**config.mk**
```make
export PLATFORM = sky130hd
export DESIGN_NAME = tile_blitter
export DESIGN_NICKNAME = d
export VERILOG_FILES = /design/src/rtl/tile_blitter.sv
export SDC_FILE = /design/constraint.sdc
export NUM_CORES = 1
export LEC_CHECK = 0
export BUFFER_PORTS_ARGS = -buffer_cell sky130_fd_sc_hd__buf_2
export CORE_UTILIZATION = 25
export CTS_CLUSTER_DIAMETER = 100
export CTS_CLUSTER_SIZE = 25
export DETAILED_ROUTE_END_ITERATION = 16
export PLACE_DENSITY = 0.51
export SYNTH_ARGS = -nofsm -noshare
export SYNTH_HDL_FRONTEND = slang
export SYNTH_SLANG_ARGS = --single-unit
```
**constraint.sdc**
```tcl
create_clock -name clk -period 6.9 [get_ports clk]
set_input_delay 1.38 -clock clk [delete_from_list [all_inputs] [get_ports clk]]
set_output_delay 1.38 -clock clk [all_outputs]
set_load 0.02 [all_outputs]
```
**src/rtl/tile_blitter.sv**
```systemverilog
// Copies one 32x32 12-bit tile from a tile ROM into frame VRAM port A at a tile-grid slot.
// Define TILE_BLIT_KEY_EN to skip pixels equal to KEY_COLOR (transparent colour keying).
module tile_blitter #(
  parameter int          H_RES     = 640,
  parameter int          H_TILES   = 20,
  parameter int          V_TILES   = 15,
  parameter logic [11:0] KEY_COLOR = 12'h000
) (
  input  logic        clk,
  input  logic        rst,
  input  logic        cmd_valid,
  output logic        cmd_ready,
  input  logic [1:0]  cmd_sel,
  input  logic [4:0]  cmd_tx,
  input  logic [3:0]  cmd_ty,
  output logic [9:0]  rom_addr,
  input  logic [11:0] bg_data,
  input  logic [11:0] chr_data,
  input  logic [11:0] wall_data,
  output logic        vram_we,
  output logic [18:0] vram_addr,
  output logic [11:0] vram_data,
  output logic        busy,
  output logic        done,
  output logic        cmd_err
);

`ifdef TILE_BLIT_KEY_EN
  localparam bit KEY_EN = 1'b1;
`else
  localparam bit KEY_EN = 1'b0;
`endif

  localparam logic [5:0]  H_TILES_W = 6'(H_TILES);
  localparam logic [4:0]  V_TILES_W = 5'(V_TILES);
  localparam logic [18:0] H_RES_W   = 19'(H_RES);
  localparam logic [9:0]  LAST_PIX  = 10'd1023;

  typedef enum logic [1:0] {IDLE, RUN, FLUSH, FIN} state_t;

  state_t      state, state_next;
  logic [1:0]  sel_q;
  logic [4:0]  tx_q;
  logic [3:0]  ty_q;
  logic [9:0]  p;
  logic        err_q;
  logic        accept;
  logic        cmd_illegal;
  logic [11:0] pix_word;
  logic        pix_write;
  logic [8:0]  pix_y;
  logic [9:0]  pix_x;
  logic [18:0] line_base;
  logic [18:0] pix_addr;

  assign accept      = (state == IDLE) && cmd_valid;
  assign cmd_illegal = (cmd_sel == 2'd3) || ({1'b0, cmd_tx} >= H_TILES_W) ||
                       ({1'b0, cmd_ty} >= V_TILES_W);
  assign rom_addr    = p;

  always_ff @(posedge clk) begin
    if (rst) state <= IDLE;
    else     state <= state_next;
  end

  always_comb begin
    state_next = state;
    cmd_ready  = 1'b0;
    busy       = 1'b1;
    done       = 1'b0;
    cmd_err    = 1'b0;
    case (state)
      IDLE: begin
        cmd_ready = 1'b1;
        busy      = 1'b0;
        if (accept) state_next = cmd_illegal ? FIN : RUN;
      end
      RUN:   if (p == LAST_PIX) state_next = FLUSH;
      FLUSH: state_next = FIN;
      FIN: begin
        done       = 1'b1;
        cmd_err    = err_q;
        state_next = IDLE;
      end
      default: state_next = IDLE;
    endcase
  end

  always_comb begin
    case (sel_q)
      2'd0:    pix_word = bg_data;
      2'd1:    pix_word = chr_data;
      2'd2:    pix_word = wall_data;
      default: pix_word = 12'h000;
    endcase
  end

  // Keying folds to a constant 1 when the feature is compiled out.
  assign pix_write = !KEY_EN || (pix_word != KEY_COLOR);

  // Line pitch multiply built from the set bits of H_RES; for 640 this is (y<<9)+(y<<7).
  assign pix_y = {ty_q, p[9:5]};
  assign pix_x = {tx_q, p[4:0]};

  always_comb begin
    line_base = '0;
    for (int i = 0; i < 19; i++) begin
      if (H_RES_W[i]) line_base = line_base + (19'(pix_y) << i);
    end
    pix_addr = line_base + 19'(pix_x);
  end

  always_ff @(posedge clk) begin
    if (rst) begin
      sel_q     <= '0;
      tx_q      <= '0;
      ty_q      <= '0;
      p         <= '0;
      err_q     <= 1'b0;
      vram_we   <= 1'b0;
      vram_addr <= '0;
      vram_data <= '0;
    end else begin
      if (accept) begin
        sel_q <= cmd_sel;
        tx_q  <= cmd_tx;
        ty_q  <= cmd_ty;
        p     <= '0;
        err_q <= cmd_illegal;
      end
      if (state == RUN && p != LAST_PIX) p <= p + 10'd1;
      vram_we <= (state == RUN) && pix_write;
      if (state == RUN && pix_write) begin
        vram_addr <= pix_addr;
        vram_data <= pix_word;
      end
    end
  end

endmodule

```
==> results of run 1 <==
final timing paths:
kind | to | slack [ns]
worst max-delay path | vram_addr[18] | 4.14
worst min-delay path | tx_q[1] | 0.46
worst max register to register | vram_addr[18] | 4.14
worst min register to register | tx_q[1] | 0.46
metrics by stage:
stage	instances	instance area (um2)	utilization [%]
final	574	3740	32.2
after global routing	574	3740	32.2
after CTS	574	3740	32.2
after detailed placement	566	3580	30.9
after global placement	566	3580	30.9
after floorplan	351	3040	-
worst min-delay path, cell delays in order (launching register included):
cell and delay [ns]:
dfxtp_1 0.32, nand2_1 0.05, a21oi_1 0.05
cell families (layout without fill, tap and decap cells):
| family | Yosys count | count (layout) | share of synthesized area [%] |
|---|---|---|---|
| and+or+nand+nor | 116 | 116 | 18.6 |
| AOI/OAI and AO/OA | 86 | 86 | 18.5 |
| DFF | 56 | 56 | 36.9 |
| buffers and inverters | 37 | 117 | 5.44 |
| adders and majority gates | 24 | 24 | 10.4 |
| muxes | 24 | 24 | 7.91 |
| xor gates and xnor gates | 8 | 8 | 2.31 |
power groups by stage:
stage               sequential [W]  clock (W)  combinational, W
floorplan                 0.000474          0          0.000288
global placement          0.000441          0          0.000440
detailed placement        0.000442          0          0.000445
CTS                       0.000435   0.000278          0.000447
global route              0.000445   0.000288          0.000491
finish                    0.000434   0.000267          0.000440
layout make-up:
class                      instances  share of cell area [%]
clock buffer                       5                    3.35
timing repair buffer              96                    12.9
tap                              143                    4.79
clock inverter                     3                   0.737
multi-input combinational        258                    46.9
sequential                        56                    30.0
inverter                          13                    1.31
flip-flops by register name (all words and copies together) (netlist names):
name / count
err_q: 1
rom_addr: 10
sel_q: 2
state: 2
tx_q: 5
ty_q: 4
vram_addr: 19
vram_data: 12
vram_we: 1
placed cells by master, fill, tap and decap left out, types with 2 or more instances in the layout:
| cell type | n |
|---|---|
| a211oi_1 | 14 |
| a21oi_1 | 39 |
| a22oi_1 | 3 |
| and2_1 | 2 |
| and3_1 | 2 |
| buf_2 | 95 |
| clkbuf_16 | 5 |
| dfxtp_1 | 56 |
| fa_1 | 2 |
| ha_1 | 21 |
| inv_1 | 13 |
| mux2i_1 | 24 |
| nand2_1 | 31 |
| nand2b_1 | 7 |
| nand3_1 | 6 |
| nand4_1 | 3 |
| nor2_1 | 49 |
| nor3_1 | 2 |
| o21a_1 | 4 |
| o21ai_0 | 5 |
| o21ai_1 | 4 |
| o22ai_1 | 3 |
| or3b_2 | 2 |
| or4_1 | 2 |
| xnor2_1 | 4 |
| xor2_1 | 4 |
layer usage:
| metal | vias to the layer above | GRT usage [%] | wire (um) |
|---|---|---|---|
| met5 | - | 0 | 0 |
| met4 | 0 | 4.18 | 102 |
| met3 | 8 | 2.21 | 302 |
| met2 | 55 | 20.5 | 3650 |
| met1 | 1236 | 16.2 | 3650 |
| li1 | 1392 | - | - |
==> results.json, run 1 <==
{
  "run_status": "complete, but fails checks",
  "violations": "design-rule violations",
  "synth.area.top_cells": "dfxtp_1, ha_1, mux2i_1",
  "report.final.slew_viol_count": 0,
  "place_congestion": 0.755,
  "dieArea_mm2": 0.0126,
  "post_synth.cell_area_avg_um2": 8.65,
  "cts-buffers-inserted": 5,
  "core_region_area_mm2": 0.0116,
  "drc": 5,
  "drt_pass1_iterations": 10,
  "initial_core_utilization_pct": 26.1,
  "max_freq_mhz": 362,
  "clock_tree_from_tritoncts": "done",
  "iter_0_drt_violations": 86,
  "ctsHtreeMaxLevel": 2,
  "i_o_pin_total": 96,
  "clkLatencyLatePin_ns": 0.30,
  "critical_path.startpoint": "rom_addr[5]",
  "fraction_of_synthesized_cell_area_taken_by_the_top_area_cell_type_pct": 36.9,
  "power_per_cell_area_mw_per_mm2": 306,
  "post_synth_edffs": 0,
  "finalSetupViolCount": 0,
  "clock-sinks": 56,
  "synth.ff_latch_count": 56,
  "nNetsFinal": 504,
  "post-route-period-util_pct": 40.0,
  "wire_length_after_detailed_routing_um": 7700,
  "gr-total-overflow": 0,
  "worstSetupEndpointType": "flop",
  "ys.warnings.count": 0,
  "r2r_cells": 9,
  "seq_area_frac_synth_pct": 36.9,
  "timing.max_cap.violations": 0,
  "power.share.clock_pct": 23.4,
  "grt_pass1_vias": 2566,
  "timing.critical_path.depth": 9,
  "worstPathCellList": "inv_1 > fa_1 > inv_1 > fa_1 > a21oi_1 > o21ai_0 > a21oi_1 > o21ai_0 > a41o_1",
  "ys_dominant_reg_cell": "dfxtp_1",
  "finalClockSkew_ns": 0.00635,
  "cts.repair.resized": 0,
  "hpwl_um": 5730,
  "yosysUniqueCellTypes": 52,
  "worst_path_max_delay_cell": "fa_1",
  "timing.setup.critical_path_class": "flop to flop",
  "hold_path_startpoint": "tx_q[1]",
  "clk_path_buf_depth": 2,
  "dp_worst_setup_slack_ns": 3.96,
  "synth_nets": 425,
  "synthCells": 351,
  "multiInputGateArea_mm2": 0.00175,
  "die_ht_um": 112,
  "proportion_of_synthesized_flip_flops_having_asynchronous_set_or_reset_pct": 0,
  "groute.usage.overall_pct": 12.4,
  "post-cts-setup-buffers": 0,
  "p_total_w": 0.00114,
  "switching_power_w": 0.000451,
  "p_leak_nw": 1.68,
  "drt-vias-per-instance": 4.69,
  "timing.critical_path.slowest_cell_delay_ns": 0.55,
  "critical_path_buf_inv_count": 2,
  "cellInternalPower_w": 0.000691,
  "tightestPinTransition_ns": 1.13,
  "worst_r2r_startpoint": "rom_addr[5]",
  "setup_repair_after_global_routing_missed_its_margin": "false",
  "power.switching_fraction_pct": 39.5,
  "timing.critical_path.from_type": "flop",
  "cts-root-buf": "clkbuf_16",
  "comb_power_share_pct": 38.6,
  "fin_hold_ws_ns": 0.461,
  "worst_path_dominant_cell_family": "adder cells",
  "postCtsHoldBufs": 0,
  "timing_hold_violations_final": 0,
  "cts.clk_slew.worst_paths_ns": 0.08,
  "hold_path_class": "flop to flop",
  "horizontal_die_dimension_um": 112,
  "critPathArrivalTime_ns": 2.95,
  "cell_count_of_the_worst_hold_path": 2,
  "synth_commonest_cells": "dfxtp_1, nor2_1, a21oi_1",
  "power_frac_seq_pct": 38.0,
  "finalWorstSetupSlack_ns": 4.14,
  "drive_above_1_share_pct": 26.2,
  "vdd_drop_max_v": 0.000112,
  "via_count": 2691,
  "post_drt_wl_per_cell_um": 13.4,
  "critPathRequiredTime_ns": 7.09,
  "antenna_violations_before_repair": 0,
  "io_buffer_count": 95,
  "slew-limit-headroom_pct": 24.9,
  "yosys.cell_count.top_type": "dfxtp_1",
  "grt_start_max_net_pins": 64,
  "synth_largest_area_cell": "dfxtp_1",
  "layout_min_cycle_time_ns": 2.76,
  "antenna_left": 0,
  "syn2layout_area_growth_pct": 23.1,
  "finalSetupTns_ns": 0,
  "placement_rows": 39,
  "layout.area.seq_mm2": 0.00112,
  "crit_fanout": 8,
  "layout.filler_cells": 1289,
  "wire_length_of_the_first_global_routing_pass_um": 12600,
  "mappedNetlistArea_mm2": 0.00304,
  "num_antenna_cells": 0
}
Note: power is estimated with default switching activity, not from simulation.
==> inputs of run 2 (changes only) <==
==> constraint.sdc (replaced) <==
create_clock -name clk -period 2.63 [get_ports clk]
set_input_delay 0.526 -clock clk [delete_from_list [all_inputs] [get_ports clk]]
set_output_delay 0.526 -clock clk [all_outputs]
set_load 0.02 [all_outputs]
==> results.json, run 2 (synthesis results as in run 1) <==
{
  "run_status": "complete, but fails checks",
  "violations": "design-rule violations",
  "layout.filler_cells": 1269,
  "via_count": 2711,
  "io_buffer_count": 95,
  "wire_length_after_detailed_routing_um": 7690,
  "p_leak_nw": 1.71,
  "drc": 3,
  "cts-buffers-inserted": 5,
  "critPathArrivalTime_ns": 2.56,
  "postCtsHoldBufs": 0,
  "tightestPinTransition_ns": 0.806,
  "hold_path_class": "flop to flop",
  "power.share.clock_pct": 23.0,
  "initial_core_utilization_pct": 26.1,
  "setup_repair_after_global_routing_missed_its_margin": "false",
  "clkLatencyLatePin_ns": 0.29,
  "r2r_cells": 9,
  "dieArea_mm2": 0.0126,
  "slew-limit-headroom_pct": 46.2,
  "drt_pass1_iterations": 10,
  "timing_hold_violations_final": 0,
  "placement_rows": 39,
  "layout_commonest_cell": "buf_2",
  "p_total_w": 0.00299,
  "timing.critical_path.from_type": "flop",
  "finalSetupViolCount": 0,
  "finalSetupTns_ns": 0,
  "ctsHtreeMaxLevel": 2,
  "horizontal_die_dimension_um": 112,
  "place_congestion": 0.737,
  "layout_min_cycle_time_ns": 2.38,
  "report.final.slew_viol_count": 0,
  "power_per_cell_area_mw_per_mm2": 791,
  "clock-sinks": 56,
  "cts.clk_slew.worst_paths_ns": 0.07,
  "comb_power_share_pct": 39.7,
  "wire_length_of_the_first_global_routing_pass_um": 13000,
  "i_o_pin_total": 96,
  "drive_above_1_share_pct": 27.3,
  "timing.setup.critical_path_class": "flop to flop",
  "cts.repair.resized": 0,
  "vdd_drop_max_v": 0.000285,
  "post_drt_wl_per_cell_um": 13.3,
  "largest_reg_flops": 19,
  "clock_tree_from_tritoncts": "done",
  "syn2layout_area_growth_pct": 24.4,
  "worstSetupEndpointType": "flop",
  "die_ht_um": 112,
  "gr-total-overflow": 0,
  "cell_count_of_the_worst_hold_path": 2,
  "cts-root-buf": "clkbuf_16",
  "cellInternalPower_w": 0.00184,
  "post-route-period-util_pct": 90.4,
  "max_freq_mhz": 421,
  "finalClockSkew_ns": 0.00669,
  "iter_0_drt_violations": 113,
  "num_antenna_cells": 0,
  "clk_path_buf_depth": 2,
  "power.switching_fraction_pct": 38.4,
  "power_frac_seq_pct": 37.3,
  "antenna_left": 0,
  "timing.max_cap.violations": 0,
  "groute.usage.overall_pct": 12.7,
  "top_register": "vram_addr",
  "grt_start_max_net_pins": 44,
  "core_region_area_mm2": 0.0116,
  "critPathRequiredTime_ns": 2.82,
  "grt_pass1_vias": 2626,
  "nNetsFinal": 509,
  "antenna_violations_before_repair": 0,
  "switching_power_w": 0.00115,
  "final_cell_mix": "buf_2, dfxtp_1, nor2_1",
  "post-cts-setup-buffers": 0,
  "drt-vias-per-instance": 4.68,
  "hpwl_um": 5770,
  "crit_fanout": 3
}
==> run 2: power by group through the flow <==
stage	registers [W]	logic, W	clock network (W)
floorplan	0.00124	0.000756	0
global placement	0.00113	0.00119	0
detailed placement	0.00113	0.00120	0
CTS	0.00112	0.00121	0.000716
global route	0.00114	0.00133	0.000739
finish	0.00112	0.00119	0.000687
==> run 2: layout make-up <==
type,instances,area [um2],area share [%]
Clock buffer,8,146,3.88
Tap cell,143,179,4.74
Inverter,13,48.8,1.29
Timing Repair Buffer,101,520,13.8
Sequential cell,56,1120,29.7
Multi-Input combinational cell,258,1760,46.6
==> run 2: layer usage <==
| metal | part of all wire, % | global-route usage, % | up-vias |
|---|---|---|---|
| met5 | 0 | 0 | - |
| met3 | 5.3 | 3.08 | 7 |
| met2 | 46 | 20.4 | 52 |
| met1 | 47 | 16.5 | 1259 |
| met4 | 1.9 | 4.80 | 0 |
| li1 | - | - | 1393 |
==> run 2: worst max-delay path: stages (launching register included) <==
cell	delay, ns
dfxtp_2	0.32
inv_1	0.07
fa_1	0.53
inv_1	0.07
fa_1	0.47
a21oi_2	0.18
o21ai_1	0.12
a21oi_2	0.18
o21ai_0	0.09
a41o_1	0.24
==> run 2: final timing paths <==
check              startpoint       endpoint  slack (ns)
setup / recovery  rom_addr[5]  vram_addr[18]        0.25
hold / removal        tx_q[0]        tx_q[0]        0.46
setup reg to reg  rom_addr[5]  vram_addr[18]        0.25
hold reg to reg       tx_q[0]        tx_q[0]        0.46
==> run 2: stage by stage <==
| step | utilization, % | cell area [um2] | instances | setup slack, ns | hold slack, ns |
|---|---|---|---|---|---|
| 2_1_floorplan | - | 3040 | 351 | 0.0994 | 0.436 |
| 6_report | 32.5 | 3780 | 579 | 0.252 | 0.459 |
| 4_1_cts | 32.5 | 3770 | 579 | 0.107 | 0.459 |
| 5_1_grt | 32.5 | 3780 | 579 | 0.0523 | 0.479 |
| 3_5_place_dp | 31.2 | 3620 | 571 | 0.124 | 0.450 |
| 3_3_place_gp | 31.2 | 3620 | 571 | 0.162 | 0.442 |
==> inputs of run 3 (changes only) <==
--- a/config.mk
+++ b/config.mk
@@ -5,12 +5,14 @@
 export SDC_FILE = /design/constraint.sdc
 export NUM_CORES = 1
 export LEC_CHECK = 0
+export ABC_AREA = 1
 export BUFFER_PORTS_ARGS = -buffer_cell sky130_fd_sc_hd__buf_2
 export CORE_UTILIZATION = 25
 export CTS_CLUSTER_DIAMETER = 100
 export CTS_CLUSTER_SIZE = 25
 export DETAILED_ROUTE_END_ITERATION = 16
 export PLACE_DENSITY = 0.51
+export SLEW_MARGIN = 20
 export SYNTH_ARGS = -nofsm -noshare
 export SYNTH_HDL_FRONTEND = slang
 export SYNTH_SLANG_ARGS = --single-unit
==> results.json, run 3 <==
{
  "run_status": "complete, no violations",
  "wl_met2_um": 3970,
  "ys_dominant_reg_cell": "dfxtp_1",
  "iter_0_drt_violations": 152,
  "tightestPinTransition_ns": 0.892,
  "via_count": 3133,
  "timing.max_cap.violations": 0,
  "post_synth.cell_area_avg_um2": 6.74,
  "clkLatencyLatePin_ns": 0.29,
  "cts.repair.resized": 0,
  "final_cell_mix": "nand2_1, buf_2, nor2_1",
  "antenna_violations_before_repair": 0,
  "finalClockSkew_ns": 0.00784,
  "top_register": "vram_addr",
  "timing.setup.critical_path_class": "flop to flop",
  "drc": 0,
  "p_leak_nw": 1.96,
  "seq_area_frac_synth_pct": 35.9,
  "clk_path_buf_depth": 2,
  "mappedNetlistArea_mm2": 0.00312,
  "antenna_left": 0,
  "wire_length_after_detailed_routing_um": 8860,
  "layout_commonest_cell": "nand2_1",
  "p_total_w": 0.00354,
  "drt_pass1_iterations": 4,
  "multiInputGateArea_mm2": 0.00172,
  "layout.area.seq_mm2": 0.00112,
  "cell_count_of_the_worst_hold_path": 2,
  "postCtsHoldBufs": 0,
  "critPathArrivalTime_ns": 2.59,
  "drive_above_1_share_pct": 22.3,
  "timing.critical_path.from_type": "flop",
  "yosys.cell_count.top_type": "nand2_1",
  "groute.usage.overall_pct": 14.0,
  "setup_repair_after_global_routing_missed_its_margin": "false",
  "report.final.slew_viol_count": 0,
  "dieArea_mm2": 0.0129,
  "r2r_cells": 12,
  "critPathRequiredTime_ns": 2.83,
  "largest_reg_flops": 19,
  "postPlaceCellArea_mm2": 0.00372,
  "num_antenna_cells": 0,
  "worstSetupEndpointType": "flop",
  "cts-buffers-inserted": 5,
  "timing_hold_violations_final": 0,
  "horizontal_die_dimension_um": 114,
  "i_o_pin_total": 96,
  "finalInstanceArea_mm2": 0.00388,
  "detailroute.wirelength.met3_um": 579,
  "synth_commonest_cells": "nand2_1, nor2_1, dfxtp_1",
  "power_per_cell_area_mw_per_mm2": 913,
  "max_freq_mhz": 418,
  "io_buffer_count": 95,
  "cts-root-buf": "clkbuf_16",
  "post_synth_edffs": 0,
  "ys.warnings.count": 0,
  "clock-sinks": 56,
  "grt_pass1_vias": 2976,
  "finalSetupViolCount": 0,
  "yosysUniqueCellTypes": 28,
  "hpwl_um": 6500,
  "place_congestion": 0.833,
  "cts.clk_slew.worst_paths_ns": 0.08,
  "fin_hold_ws_ns": 0.470,
  "crit_fanout": 8,
  "wire_length_of_the_first_global_routing_pass_um": 14300,
  "synth_largest_area_cell": "dfxtp_1",
  "hold_path_class": "flop to flop",
  "synthCells": 463,
  "ctsHtreeMaxLevel": 2,
  "synth.ff_latch_count": 56,
  "initial_core_utilization_pct": 25.8,
  "finalSetupTns_ns": 0,
  "post-cts-setup-buffers": 0,
  "core_region_area_mm2": 0.0121,
  "post-route-period-util_pct": 91.0,
  "syn2layout_area_growth_pct": 24.2,
  "post_drt_wl_per_cell_um": 12.4,
  "nNetsFinal": 621,
  "slew-limit-headroom_pct": 40.5,
  "placement_rows": 40,
  "vdd_drop_max_v": 0.000656,
  "gr-total-overflow": 0,
  "die_ht_um": 114,
  "fraction_of_synthesized_cell_area_taken_by_the_top_area_cell_type_pct": 35.9,
  "clock_tree_from_tritoncts": "done",
  "proportion_of_synthesized_flip_flops_having_asynchronous_set_or_reset_pct": 0,
  "maxUsedRoutingLayer": "met4",
  "synth.area.top_cells": "dfxtp_1, nand2_1, ha_1",
  "layout_min_cycle_time_ns": 2.39,
  "synth_nets": 537,
  "grt_start_max_net_pins": 42,
  "layout.filler_cells": 1352,
  "route.layer.met1.wl_um": 4260,
  "drt-vias-per-instance": 4.38
}
==> run 3: cell types whose count changed after synthesis, moves of 6 or more <==
cell	previous run	this run
nand2b_1	7	0
nand3_1	6	44
inv_1	13	35
mux2i_1	24	0
a211oi_1	14	0
nor2_1	49	61
o21ai_0	5	24
o21ai_1	4	10
nand2_1	31	121
inv_2	0	6
==> run 3: through the flow <==
stage | setup slack, ns | cells | utilization (%)
after floorplan | 0.293 | 463 | -
after detailed placement | 0.223 | 708 | 30.8
after global routing | 0.0316 | 716 | 32.0
after CTS | 0.227 | 716 | 32.0
final | 0.238 | 716 | 32.0
after global placement | 0.288 | 708 | 30.8
==> run 3: cell families after synthesis <==
logic type / share of synthesized area [%]
adders and majority gates: 10.1
DFF: 35.9
and+or+nand+nor: 31.7
xor gates and xnor gates: 1.12
buffers and inverters: 8.86
AOI/OAI and AO/OA: 12.3
==> run 3: worst paths after layout <==
kind | from | slack (ns) | to
max reg2reg | rom_addr[5] | 0.24 | vram_addr[14]
min | vram_data[6] | 0.47 | vram_data[6]
min reg2reg | vram_data[6] | 0.47 | vram_data[6]
max | rom_addr[5] | 0.24 | vram_addr[14]
==> run 3: final cells by class <==
| class | count | share of cell area (%) |
|---|---|---|
| Multi-Input combinational cell | 342 | 44.4 |
| Sequential cell | 56 | 28.9 |
| Timing Repair Buffer | 100 | 13.2 |
| Tap cell | 168 | 5.42 |
| Inverter | 42 | 4.07 |
| Clock buffer | 5 | 3.23 |
| Clock inverter | 3 | 0.678 |
==> run 3: power by group <==
group / leakage [nW] / total [W] / switching [W] / internal, W
clock network: 0.0744 / 0.000691 / 0.000330 / 0.000361
logic: 1.43 / 0.00160 / 0.00109 / 0.000515
registers: 0.459 / 0.00124 / 0.000145 / 0.00110
==> run 3: routing by layer <==
| metal | up-vias | global-route usage [%] |
|---|---|---|
| li1 | 1655 | - |
| met1 | 1383 | 17.6 |
| met2 | 93 | 24.1 |
| met3 | 2 | 3.45 |
| met4 | 0 | 2.89 |
| met5 | - | 0 |
==> run 3: critical path, stage by stage (launching register included) <==
cell	delay, ns
dfxtp_1	0.47
inv_1	0.14
fa_1	0.54
inv_1	0.07
fa_1	0.45
nand3_1	0.10
nand2_1	0.12
nand3_1	0.11
nand2_1	0.08
nand2_1	0.07
nand3_1	0.06
nand2_1	0.08
inv_1	0.03
